===== config.mk =====
export PLATFORM = sky130hd
export DESIGN_NAME = code_sender_flat
export DESIGN_NICKNAME = d
export VERILOG_FILES = /design/src/rtl/code_pkg.sv /design/src/rtl/code_sender_if.sv /design/src/rtl/sender_timer.sv /design/src/rtl/code_sender.sv /design/src/flat_wrapper.sv
export SDC_FILE = /design/constraint.sdc
export NUM_CORES = 1
export LEC_CHECK = 0
export CAP_MARGIN = 10
export CORE_AREA = 2 2 60 62
export DETAILED_ROUTE_END_ITERATION = 8
export DIE_AREA = 0 0 62 64
export PLACE_DENSITY = 0.74
export SLEW_MARGIN = 15
export SYNTH_ARGS = -nofsm -noshare
export SYNTH_HDL_FRONTEND = slang
export SYNTH_SLANG_ARGS = --single-unit
export TNS_END_PERCENT = 50

===== constraint.sdc =====
create_clock -name clk -period 2.47 [get_ports clk]
set_input_delay 0.247 -clock clk [delete_from_list [all_inputs] [get_ports clk]]
set_output_delay 0.247 -clock clk [all_outputs]
set_load 0.03 [all_outputs]

===== src/rtl/code_pkg.sv =====
// Shared types and defaults for the keypad-lock code sender and the lock it talks to.
package code_pkg;

  typedef enum logic [2:0] {IDLE, SEND, GAP, WAIT, LOCKOUT} sender_state_t;

  localparam int DEF_DIGIT_W        = 4;
  localparam int DEF_NUM_DIGITS     = 4;
  localparam int DEF_LOCKOUT_CYCLES = 31;

  function automatic int max3(input int a, input int b, input int c);
    int m;
    m = (a > b) ? a : b;
    return (m > c) ? m : c;
  endfunction

endpackage


===== src/rtl/code_sender_if.sv =====
// Digit-interface bundle between the code sender (master) and its user/lock side (slave).
interface code_sender_if
  import code_pkg::*;
#(
  parameter int DIGIT_W    = DEF_DIGIT_W,
  parameter int NUM_DIGITS = DEF_NUM_DIGITS,
  parameter int MAX_FAILS  = 4
);
  localparam int FC_W = $clog2(MAX_FAILS + 1);

  logic                          start;
  logic [NUM_DIGITS*DIGIT_W-1:0] code;
  logic                          unlock_in;
  logic [DIGIT_W-1:0]            digit_out;
  logic                          digit_valid;
  logic                          busy;
  logic                          done;
  logic                          success;
  logic                          locked_out;
  logic [FC_W-1:0]               fail_count;

  modport master (
    input  start, code, unlock_in,
    output digit_out, digit_valid, busy, done, success, locked_out, fail_count
  );

  modport slave (
    output start, code, unlock_in,
    input  digit_out, digit_valid, busy, done, success, locked_out, fail_count
  );

endinterface


===== src/rtl/sender_timer.sv =====
// Loadable down-counter with a zero flag; holds at zero until reloaded.
module sender_timer #(
  parameter int WIDTH = 5
) (
  input  logic             clk,
  input  logic             rst,
  input  logic             load,
  input  logic [WIDTH-1:0] load_val,
  output logic             zero
);
  logic [WIDTH-1:0] count_reg;

  always_ff @(posedge clk) begin
    if (rst)
      count_reg <= '0;
    else if (load)
      count_reg <= load_val;
    else if (count_reg != '0)
      count_reg <= count_reg - 1'b1;
  end

  assign zero = (count_reg == '0);

endmodule


===== src/rtl/code_sender.sv =====
// Sends a latched access code digit by digit, waits for unlock, tracks failures and lockout.
// Optional feature: CODE_SENDER_AUTO_RETRY_EN re-sends the latched code after a non-lockout failure.
module code_sender
  import code_pkg::*;
#(
  parameter int DIGIT_W        = DEF_DIGIT_W,
  parameter int NUM_DIGITS     = DEF_NUM_DIGITS,
  parameter int GAP_CYCLES     = 2,
  parameter int RESP_TIMEOUT   = 8,
  parameter int MAX_FAILS      = 4,
  parameter int LOCKOUT_CYCLES = DEF_LOCKOUT_CYCLES
) (
  input  logic           clk,
  input  logic           rst,
  code_sender_if.master  bus
);
  localparam int FC_W    = $clog2(MAX_FAILS + 1);
  localparam int IDX_W   = (NUM_DIGITS > 1) ? $clog2(NUM_DIGITS) : 1;
  localparam int TIMER_W = $clog2(max3(GAP_CYCLES, RESP_TIMEOUT, LOCKOUT_CYCLES) + 1);

  // Timer counts down to zero, so each interval loads its length minus one.
  localparam logic [TIMER_W-1:0] GAP_LOAD  = TIMER_W'((GAP_CYCLES > 0) ? GAP_CYCLES - 1 : 0);
  localparam logic [TIMER_W-1:0] WAIT_LOAD = TIMER_W'(RESP_TIMEOUT - 1);
  localparam logic [TIMER_W-1:0] LOCK_LOAD = TIMER_W'(LOCKOUT_CYCLES - 1);
  localparam logic [IDX_W-1:0]   LAST_IDX  = IDX_W'(NUM_DIGITS - 1);
  localparam logic [FC_W-1:0]    FAIL_MAX  = FC_W'(MAX_FAILS);
  localparam logic [FC_W-1:0]    FAIL_LAST = FC_W'(MAX_FAILS - 1);

`ifdef CODE_SENDER_AUTO_RETRY_EN
  localparam sender_state_t FAIL_STATE = SEND;
`else
  localparam sender_state_t FAIL_STATE = IDLE;
`endif

  sender_state_t                 state_reg, state_next;
  logic [NUM_DIGITS*DIGIT_W-1:0] code_reg, code_next;
  logic [IDX_W-1:0]              idx_reg, idx_next;
  logic [FC_W-1:0]               fail_count_reg, fail_count_next;
  logic                          timer_load;
  logic [TIMER_W-1:0]            timer_val;
  logic                          timer_zero;
  logic                          done_c, success_c;
  logic [DIGIT_W-1:0]            digits [NUM_DIGITS];

  generate
    for (genvar gi = 0; gi < NUM_DIGITS; gi++) begin : g_digit
      assign digits[gi] = code_reg[gi*DIGIT_W +: DIGIT_W];
    end
  endgenerate

  sender_timer #(.WIDTH(TIMER_W)) u_timer (
    .clk      (clk),
    .rst      (rst),
    .load     (timer_load),
    .load_val (timer_val),
    .zero     (timer_zero)
  );

  always_ff @(posedge clk) begin
    if (rst) begin
      state_reg      <= IDLE;
      code_reg       <= '0;
      idx_reg        <= '0;
      fail_count_reg <= '0;
    end else begin
      state_reg      <= state_next;
      code_reg       <= code_next;
      idx_reg        <= idx_next;
      fail_count_reg <= fail_count_next;
    end
  end

  always_comb begin
    state_next      = state_reg;
    code_next       = code_reg;
    idx_next        = idx_reg;
    fail_count_next = fail_count_reg;
    timer_load      = 1'b0;
    timer_val       = '0;
    done_c          = 1'b0;
    success_c       = 1'b0;
    case (state_reg)
      IDLE: begin
        if (bus.start) begin
          code_next  = bus.code;
          idx_next   = '0;
          timer_load = 1'b1;
          state_next = SEND;
        end
      end
      SEND: begin
        if (idx_reg == LAST_IDX) begin
          timer_load = 1'b1;
          timer_val  = WAIT_LOAD;
          state_next = WAIT;
        end else if (GAP_CYCLES == 0) begin
          idx_next = idx_reg + 1'b1;
        end else begin
          timer_load = 1'b1;
          timer_val  = GAP_LOAD;
          state_next = GAP;
        end
      end
      GAP: begin
        if (timer_zero) begin
          idx_next   = idx_reg + 1'b1;
          timer_load = 1'b1;
          state_next = SEND;
        end
      end
      WAIT: begin
        // unlock_in wins over a simultaneous timeout.
        if (bus.unlock_in) begin
          done_c          = 1'b1;
          success_c       = 1'b1;
          fail_count_next = '0;
          idx_next        = '0;
          state_next      = IDLE;
        end else if (timer_zero) begin
          done_c   = 1'b1;
          idx_next = '0;
          if (fail_count_reg >= FAIL_LAST) begin
            fail_count_next = FAIL_MAX;
            timer_load      = 1'b1;
            timer_val       = LOCK_LOAD;
            state_next      = LOCKOUT;
          end else begin
            fail_count_next = fail_count_reg + 1'b1;
            timer_load      = 1'b1;
            state_next      = FAIL_STATE;
          end
        end
      end
      LOCKOUT: begin
        if (timer_zero) begin
          fail_count_next = '0;
          state_next      = IDLE;
        end
      end
      default: state_next = IDLE;
    endcase
  end

  assign bus.digit_valid = (state_reg == SEND);
  assign bus.digit_out   = (state_reg == SEND) ? digits[idx_reg] : '0;
  assign bus.busy        = (state_reg != IDLE);
  assign bus.locked_out  = (state_reg == LOCKOUT);
  assign bus.done        = done_c;
  assign bus.success     = success_c;
  assign bus.fail_count  = fail_count_reg;

endmodule

===== src/flat_wrapper.sv =====
// flat-port wrapper written by rule: the top's interface ports become plain ports
module code_sender_flat import code_pkg::*;
#(
  parameter int DIGIT_W        = DEF_DIGIT_W,
  parameter int NUM_DIGITS     = DEF_NUM_DIGITS,
  parameter int GAP_CYCLES     = 2,
  parameter int RESP_TIMEOUT   = 8,
  parameter int MAX_FAILS      = 4,
  parameter int LOCKOUT_CYCLES = DEF_LOCKOUT_CYCLES
)
  (clk, rst, bus_start, bus_code, bus_unlock_in, bus_digit_out, bus_digit_valid, bus_busy, bus_done, bus_success, bus_locked_out, bus_fail_count);
  code_sender_if #(.DIGIT_W(DIGIT_W), .NUM_DIGITS(NUM_DIGITS), .MAX_FAILS(MAX_FAILS)) bus_i ();
  input  logic clk;
  input  logic rst;
  input wire logic [$bits(bus_i.start)-1:0] bus_start;
  input wire logic [$bits(bus_i.code)-1:0] bus_code;
  input wire logic [$bits(bus_i.unlock_in)-1:0] bus_unlock_in;
  output wire logic [$bits(bus_i.digit_out)-1:0] bus_digit_out;
  output wire logic [$bits(bus_i.digit_valid)-1:0] bus_digit_valid;
  output wire logic [$bits(bus_i.busy)-1:0] bus_busy;
  output wire logic [$bits(bus_i.done)-1:0] bus_done;
  output wire logic [$bits(bus_i.success)-1:0] bus_success;
  output wire logic [$bits(bus_i.locked_out)-1:0] bus_locked_out;
  output wire logic [$bits(bus_i.fail_count)-1:0] bus_fail_count;
  assign bus_i.start = bus_start;
  assign bus_i.code = bus_code;
  assign bus_i.unlock_in = bus_unlock_in;
  assign bus_digit_out = bus_i.digit_out;
  assign bus_digit_valid = bus_i.digit_valid;
  assign bus_busy = bus_i.busy;
  assign bus_done = bus_i.done;
  assign bus_success = bus_i.success;
  assign bus_locked_out = bus_i.locked_out;
  assign bus_fail_count = bus_i.fail_count;
  code_sender #(.DIGIT_W(DIGIT_W), .NUM_DIGITS(NUM_DIGITS), .GAP_CYCLES(GAP_CYCLES), .RESP_TIMEOUT(RESP_TIMEOUT), .MAX_FAILS(MAX_FAILS), .LOCKOUT_CYCLES(LOCKOUT_CYCLES)) u_core (.clk(clk), .rst(rst), .bus(bus_i));
endmodule

==> metrics <==
Hold Path End u_core.code_reg[5]$_SDFFE_PP0P_; CP Max Fanout 6; power after layout 1.718 mW; Area growth, synth to finish 25.39%; Clock power frac 15.6%; worst reg-to-reg path cell count 6; synth cell count leaders 39 x nand2_1, 29 x dfxtp_1, 22 x a21oi_1; Worst Tran Pin Value 0.6637 ns; Layout Utilization roughly 61%; Die Footprint 3968 µm²; Switching Power 0.6673 mW; first-pass GRT wire length 5713 µm; Core Region about 3300 µm²; Max-Cap Viols 0; post-synthesis simple-gate area fraction 25.55%; top cells by area, synth dfxtp_1 36%, nand2_1 9.2%, a21oi_1 6.9%; wire per inst 13.14 µm; post-synthesis average cell area 8.511 µm²; num ports 32; Post-synth EDFFs 0; max-slew violations 0; Worst Hold Class flip-flop to flip-flop; origin of the worst min-delay path u_core.code_reg[5]$_SDFFE_PP0P_; Power Internal 1.051 mW; H-Tree Depth 2; drt first pass iters 4; port buffer count 31; final worst-path cycle share a little over nine tenths; VDD IR max 0.0003403 V; post-route ant nets 0; routability cong. 0.7776; distinct cell type count after synthesis 42; largest net degree at the start of global routing 17; antenna violations before repair 0; post-synth top area cell dfxtp_1; n_diodes 0; Syn Inst Count 187; Arr. time, crit path 2.15 ns; clk_lat worst skew 0.32 ns; critical path class flip-flop to output port; FMAX roughly 420 MHz; power share of the combinational group 48.3%; TritonCTS Buffers 5; DIE WIDTH 62 µm; most numerous cell in the Yosys netlist nand2_1; clock sink total 29; Final Hold Vio Count 0; mux cell area share after synthesis 6.918%; clk buf depth 2; sequential-to-total area share from yosys stat 36.48%; status finished clean; FF+latch count, synth 29; die height 64 µm; vias in the first global route 1365; Worst R2R End u_core.bus.fail_count[0]$_SDFFE_PP0P_; FILL cells ~310; hold path depth 2; Mapped Nets between 200 and 250; Flop pwr share 36.2%; CTS tree yes; grt total ovfl 0; via count 1437; Sw Share between 30% and 40%; synthesized-area fraction occupied by adder cells 3.931%; Clock transition at path regs 0.09 ns; CP Capture Type output port; Clock Tree Root clkbuf_4; Critical R2R Launch u_core.bus.fail_count[0]$_SDFFE_PP0P_; XOR/XNOR Fraction of Synth Area under 10%; crit path launch u_core.u_timer.count_reg[0]$_SDFFE_PP0P_; PwrDens 860.8 nW/µm²; Worst Skew 0.009131 ns; R2R Setup Slk around 0.41 ns; Final min period 2.398 ns; final WL between 3000 and 4000 µm; Synth Area in Compound Gates 18.24%; static leakage 0.7726 nW; Cell Area, Synth 1592 µm²; Initial Util 48.46%; DR iter-0 viols 88; Post-synth ARST share 0%; share of cells above drive strength 1 12.56%; row cnt 21; top_reg_cell synth dfxtp_1; Final #Nets 247; Total GRT Usage 19.31%; RSZ-0062 raised after global routing no; final setup vio count 0; max reg flops 16; vias per cell 5.342; DP HPWL around 2700 µm; Synthesis Warnings 0; Critical Path Source Type flip-flop; final setup TNS 0 ns; area share of the largest cell type after synthesis 36.48%; largest family of logic cells by synthesized area simple AND/OR/NAND/NOR gates; Max-slew headroom 55.48%; # DRC 0; WP data required between 2 and 2.5 ns
routing by layer:
| metal | vias to the layer above | GRT usage, % | routed length, µm |
|---|---|---|---|
| li1 | 724 | - | - |
| met1 | 664 | 23.18 | 1459 |
| met2 | 42 | 31.64 | 1852 |
| met3 | 7 | 4.049 | 153 |
| met4 | 0 | 9.309 | 70 |
| met5 | - | 0 | 0 |
area by class of cell:
class                           count  area (µm²)  area share [%]
Timing Repair Buffer               39       369.1           18.50
Multi-Input combinational cell    136       895.9           44.89
Sequential cell                    29       583.1           29.22
Inverter                           11       41.29           2.069
Tap cell                           46       57.56           2.884
Clock buffer                        8       48.80           2.445
critical path, cell delays in order, from the launching register on:
cell           delay, ns
dfxtp_1             0.35
inv_1               0.09
ha_1                0.17
or4b_1              0.50
a21o_4              0.27
inv_1               0.07
dlygate4sd2_1       0.39
power groups by stage:
stage | Combinational, mW | Sequential [mW] | Clock [mW]
6_report | 0.829 | 0.621 | 0.267
5_1_grt | 0.909 | 0.634 | 0.295
3_5_place_dp | 0.822 | 0.631 | 0
4_1_cts | 0.830 | 0.621 | 0.273
3_3_place_gp | 0.804 | 0.624 | 0
2_1_floorplan | 0.630 | 0.609 | 0
layout by cell type, fill, tap and decap left out, drive strengths merged, types with 5 or more instances in the layout:
master	synthesis	final
nand2	39	39
clkdlybuf4s50	0	30
dfxtp	29	29
a21oi	24	24
inv	11	11
nor2	8	8
buf	1	8
clkbuf	9	8
and2	7	7
nand3	5	5
ha	5	5
kinds of logic (layout without fill, tap and decap cells):
kind of cell / count (synthesis) / in the layout
and+or+nand+nor: 79 / 79
AOI/OAI and AO/OA: 43 / 43
DFF: 29 / 29
buffers and inverters: 22 / 58
muxes: 6 / 6
adders and majority gates: 5 / 5
xor gates and xnor gates: 3 / 3
how the worst max path moves through the flow:
stage,slack (ns),end,depth (start not counted)
global placement,0.20,bus_done,6
global route,0.01,bus_done,6
CTS,0.03,bus_locked_out,3
detailed placement,0.16,bus_done,6
finish,0.07,bus_done,6
floorplan,0.35,bus_digit_out[0],3
stage by stage:
step	worst slack, ns	std cells	hold WS, ns	cell area, µm²
final	0.07185	269	0.4563	1996
after detailed placement	0.1584	261	0.4465	1946
after floorplan	0.3460	187	0.3800	1592
after global placement	0.1957	261	0.4413	1946
after global routing	0.01019	269	0.4728	1996
after CTS	0.02705	269	0.4541	1994
repair_timing:
action,4_1_cts,5_1_grt
setup endpoints to repair,3,1
buffers inserted,0,0
resized for setup,2,1
hold buffers,0,0
No activity file was read; power rests on OpenSTA's default activity.
